### config.mk
export PLATFORM = sky130hd
export DESIGN_NAME = approx_mul_seq
export DESIGN_NICKNAME = d
export VERILOG_FILES = /design/src/rtl/mul_approx_pkg.sv /design/src/rtl/approx_pp_gen.sv /design/src/rtl/approx_mul_seq.sv
export SDC_FILE = /design/constraint.sdc
export NUM_CORES = 1
export LEC_CHECK = 0
export BUFFER_PORTS_ARGS = -buffer_cell sky130_fd_sc_hd__buf_4
export CORE_MARGIN = 2
export CORE_UTILIZATION = 50
export DETAILED_ROUTE_END_ITERATION = 8
export GPL_TIMING_DRIVEN = 0
export PLACE_DENSITY = 0.81
export SYNTH_ARGS = -nofsm -noshare
export SYNTH_HDL_FRONTEND = slang
export SYNTH_SLANG_ARGS = --single-unit
### constraint.sdc
create_clock -name clk -period 3.05 [get_ports clk]
set_input_delay 0.61 -clock clk [delete_from_list [all_inputs] [get_ports clk]]
set_output_delay 0.61 -clock clk [all_outputs]
set_load 0.02 [all_outputs]
### src/rtl/mul_approx_pkg.sv
// Shared types and helpers for the sequential approximate multiplier.
// Holds the FSM state encoding, mode constants and the column mask.
package mul_approx_pkg;

  typedef enum logic [1:0] {
    IDLE,
    BUSY,
    DONE
  } state_t;

  localparam logic MODE_EXACT = 1'b0;
  localparam logic MODE_TRUNC = 1'b1;

  function automatic logic [63:0] mask_low(
    input logic [63:0] value,
    input int unsigned k
  );
    logic [63:0] keep;
    keep = (k >= 64) ? '0 : ~((64'd1 << k) - 64'd1);
    return value & keep;
  endfunction

endpackage

### src/rtl/approx_pp_gen.sv
// Partial-product generator for one shift-add iteration.
// Truncated mode drops the TRUNC_K low product columns.
module approx_pp_gen
  import mul_approx_pkg::*;
#(
  parameter int WIDTH = 8,
  parameter int TRUNC_K = 4,
  localparam int CNT_W = $clog2(WIDTH + 1)
) (
  input  logic [WIDTH-1:0]   a,
  input  logic               b_bit,
  input  logic [CNT_W-1:0]   idx,
  input  logic               mode,
  output logic [2*WIDTH-1:0] pp
);

  localparam logic [2*WIDTH-1:0] KEEP =
    (2*WIDTH)'(mask_low('1, TRUNC_K));

  logic [2*WIDTH-1:0] wide;

  assign wide = {{WIDTH{1'b0}}, a} << idx;

  always_comb begin
    pp = '0;
    if (b_bit) begin
      pp = (mode == MODE_TRUNC) ? (wide & KEEP) : wide;
    end
  end

endmodule

### src/rtl/approx_mul_seq.sv
// Sequential shift-add multiplier, exact or column-truncated per operation.
// One partial product per cycle; valid/ready on both sides.
module approx_mul_seq
  import mul_approx_pkg::*;
#(
  parameter int WIDTH = 8,
  parameter int TRUNC_K = 4,
  localparam int CNT_W = $clog2(WIDTH + 1)
) (
  input  logic               clk,
  input  logic               rst_n,
  input  logic               in_valid,
  output logic               in_ready,
  input  logic [WIDTH-1:0]   in_a,
  input  logic [WIDTH-1:0]   in_b,
  input  logic               in_mode,
  output logic               out_valid,
  input  logic               out_ready,
  output logic [2*WIDTH-1:0] out_p,
  output logic               out_mode
);

  state_t             state;
  logic [CNT_W-1:0]   cnt;
  logic [2*WIDTH-1:0] acc;
  logic [2*WIDTH-1:0] pp;
  logic [2*WIDTH-1:0] sum;
  logic [WIDTH-1:0]   a_r;
  logic [WIDTH-1:0]   b_r;
  logic               mode_r;

  approx_pp_gen #(
    .WIDTH  (WIDTH),
    .TRUNC_K(TRUNC_K)
  ) u_pp (
    .a    (a_r),
    .b_bit(b_r[0]),
    .idx  (cnt),
    .mode (mode_r),
    .pp   (pp)
  );

  assign sum = acc + pp;

  // b is shifted right so the current multiplier bit is always b_r[0]
  always_ff @(posedge clk or negedge rst_n) begin
    if (!rst_n) begin
      state     <= IDLE;
      cnt       <= '0;
      acc       <= '0;
      a_r       <= '0;
      b_r       <= '0;
      mode_r    <= MODE_EXACT;
      in_ready  <= 1'b1;
      out_valid <= 1'b0;
      out_p     <= '0;
      out_mode  <= MODE_EXACT;
    end else begin
      unique case (state)
        IDLE: begin
          if (in_valid) begin
            a_r      <= in_a;
            b_r      <= in_b;
            mode_r   <= in_mode;
            acc      <= '0;
            cnt      <= '0;
            in_ready <= 1'b0;
            state    <= BUSY;
          end
        end
        BUSY: begin
          acc <= sum;
          b_r <= b_r >> 1;
          cnt <= cnt + CNT_W'(1);
          if (cnt == CNT_W'(WIDTH - 1)) begin
            out_p     <= sum;
            out_mode  <= mode_r;
            out_valid <= 1'b1;
            state     <= DONE;
          end
        end
        DONE: begin
          if (out_ready) begin
            out_valid <= 1'b0;
            in_ready  <= 1'b1;
            state     <= IDLE;
          end
        end
        default: state <= IDLE;
      endcase
    end
  end

endmodule

==> results.ini <==
[timing]
fin_ws_ps=-124
setup_violations=8
slew_violations=0
hold_viol=0
hold_ws_ps=309
setup_tns_ps=-618
rsz0062_at_grt=true
fin_crit_ps=3170
worst_pin_slew_ps=721
max_freq_mhz=315
skew_ps=9.13
slew_headroom=0.519
fin_crit_sh=1.04

[route]
viasPerCell=5.69
antenna_left=0
vias=2944
drt_iter0_drc=114
dr.pass1.iters=4
wirelength_um=8500
avgRoutedWirePerCell_um=16.4
drcViolationCount=0

[global_routing]
grt_max_degree=59
grt_pass1_vias=2803
grt_pass1_wl_um=13400
grt.overflow.total=0
grt.total_usage=0.234
antenna_found_initial=0

[yosys]
synthArstFlopShare=1.00
synth_edf_count=0
syn_inst=364
yosysWarnings=0
synth_area_leader_cell=dfrtp_1
synth-main-ff-cell=dfrtp_1
syn_avg_cell_area_um2=9.36
syn_nets=402
yosysTopAreaCellShare=0.419
synth_cell_types=48
ys_seq_area_frac=0.426
synth_seq_cells=58
synth_area_um2=3410
synth_top_cells_by_area=dfrtp_1 (42%), nand2_1 (6.7%), ha_1 (5.9%)

[power_and_ir_drop]
p_leak_uw=0.00195
p_comb_frac=0.581
power.switching_uw=2080
p_clk_frac=0.129
power_density_nw_per_um2=1100
p_int_uw=2720
seq_power_share=0.290
swShare=0.433
max-vdd-ir-drop_mv=0.528

[cts]
cts_buffers=9
clk_latency_ps=350
root_buffer=clkbuf_8
cts.clk_slew.worst_paths_ps=70
h-tree-depth=3
cts_tree=done
clkSinkCount=58
clockBufferDepth=2

[worst_setup_path]
rr_worst_depth=14
cp-start-kind=flop
critPathArrivalTime_ps=3370
crit_type=flop to flop
crit_fanout=7
end_kind=flop
reg2reg_to=acc[14]$_DFFE_PN0P_
r2r-start=cnt[1]$_DFFE_PN0P_
critPathRequiredTime_ps=3250
startpoint=cnt[1]$_DFFE_PN0P_
r2r_setup_slack_ps=-120

[placed_design]
gp_congestion=0.879
placed_cells=483
port_buffers=39
dpl.hpwl_um=5710

[floorplanning]
io_pins=40
rows=30
coreArea_um2=6680
die_h_um=86.6
start_util=0.510
fp.dieW_um=86.6
dieArea_um2=7490

[cells_and_area]
diodes=0
fin_nets=470
multi_input_area_um2=2080
area_growth_pct=28.1
fillers=550
postLayoutCoreUtil=0.654
mostFrequentLayoutCell=nand2_1
final_cells=517
seq_area_um2=1460
final_cell_mix=nand2_1 (60), buf_4 (59), dfrtp_1 (54)
drive_above_1_share=0.327

[job]
cap_violations=0

[run_status]
status=complete, but fails checks
violations=setup timing

[worst_hold_path]
min_path_type=input pin to async pin

==> worst max-delay path, stage by stage, from the launching register on <==
cell,delay (ps)
dfrtp_1,400
buf_8,150
buf_8,130
mux2i_4,180
o21ai_2,220
nor2b_4,210
ha_4,210
nor2b_4,120
o31a_1,340
o21ai_2,200
o21ai_2,80
and3_4,190
a311oi_2,280
xor2_1,210
o22ai_1,100
==> area by class of cell <==
cell class	count	share of cell area
multi-input combinational	279	0.475
sequential	58	0.334
timing repair buffer	58	0.0997
clock buffer	11	0.0324
tap	80	0.0229
buffer	18	0.0223
clock inverter	5	0.00688
inverter	8	0.00688
==> flip-flops by register name, summed over array words and instances, names as in the netlist <==
signal     flops
a_r            8
out_p         16
cnt            4
state          2
acc           16
in_ready       1
b_r            8
out_mode       1
out_valid      1
mode_r         1
==> worst max path at each step <==
stage / endpoint / cells past startpoint
final: acc[14]$_DFFE_PN0P_ / 14
after global routing: acc[14]$_DFFE_PN0P_ / 14
after CTS: acc[14]$_DFFE_PN0P_ / 14
after detailed placement: acc[15]$_DFFE_PN0P_ / 14
after global placement: acc[14]$_DFFE_PN0P_ / 14
after floorplan: acc[15]$_DFFE_PN0P_ / 15
==> timing repair <==
item                                   in CTS  in global routing
pin swaps                                  19                 15
setup endpoints to repair                  10                 11
buffers inserted                            9                 10
hold buffers                                0                  0
gates resized for setup                    50                 18
endpoints found under the hold margin       0                  0
==> cell usage after synthesis, types with 2 or more instances <==
| cell | count |
|---|---|
| o21bai_1 | 2 |
| buf_2 | 3 |
| nand2b_1 | 6 |
| mux2i_1 | 14 |
| nand3b_1 | 2 |
| xnor2_1 | 7 |
| o21ai_1 | 3 |
| nand3_1 | 8 |
| nand2_1 | 61 |
| a21oi_1 | 15 |
| buf_1 | 2 |
| o22ai_1 | 13 |
| ha_1 | 16 |
| a31oi_1 | 2 |
| xor2_1 | 7 |
| mux4_2 | 2 |
| nor2b_1 | 10 |
| clkbuf_1 | 14 |
| o21ai_0 | 38 |
| nor2_1 | 24 |
| a22oi_1 | 2 |
| dfrtp_1 | 57 |
| o21ai_2 | 2 |
| and2_1 | 4 |
| inv_1 | 8 |
| mux2_2 | 17 |
| a21o_1 | 4 |
==> per-layer routing <==
layer,part of all wire,track usage
met1,0.43,0.290
met2,0.50,0.393
met3,0.047,0.0438
met4,0.023,0.116
met5,0,0
==> kinds of logic after synthesis <==
logic type                 after synthesis  share of synthesized area
AOI/OAI and AO/OA                       93                      0.166
xor gates and xnor gates                15                     0.0408
adders and majority gates               17                     0.0646
buffers and inverters                   27                     0.0308
DFF                                     58                      0.426
muxes                                   33                      0.110
and+or+nand+nor                        121                      0.162
==> power groups by stage <==
stage,Sequential [uW],Combinational [uW],Clock [uW]
6_report,1390,2790,622
5_1_grt,1440,3030,661
4_1_cts,1380,2600,631
3_5_place_dp,1340,2210,0
3_3_place_gp,1330,2140,0
2_1_floorplan,1400,1520,0
==> stage by stage <==
| step | setup slack [ps] | cell area, um2 | power [uW] |
|---|---|---|---|
| 6_report | -124 | 4370 | 4800 |
| 5_1_grt | -266 | 4370 | 5130 |
| 4_1_cts | -58.6 | 4240 | 4610 |
| 3_5_place_dp | -368 | 3810 | 3550 |
| 3_3_place_gp | -360 | 3810 | 3480 |
| 2_1_floorplan | 18.6 | 3410 | 2920 |
No activity file was read; power rests on OpenSTA's default activity.
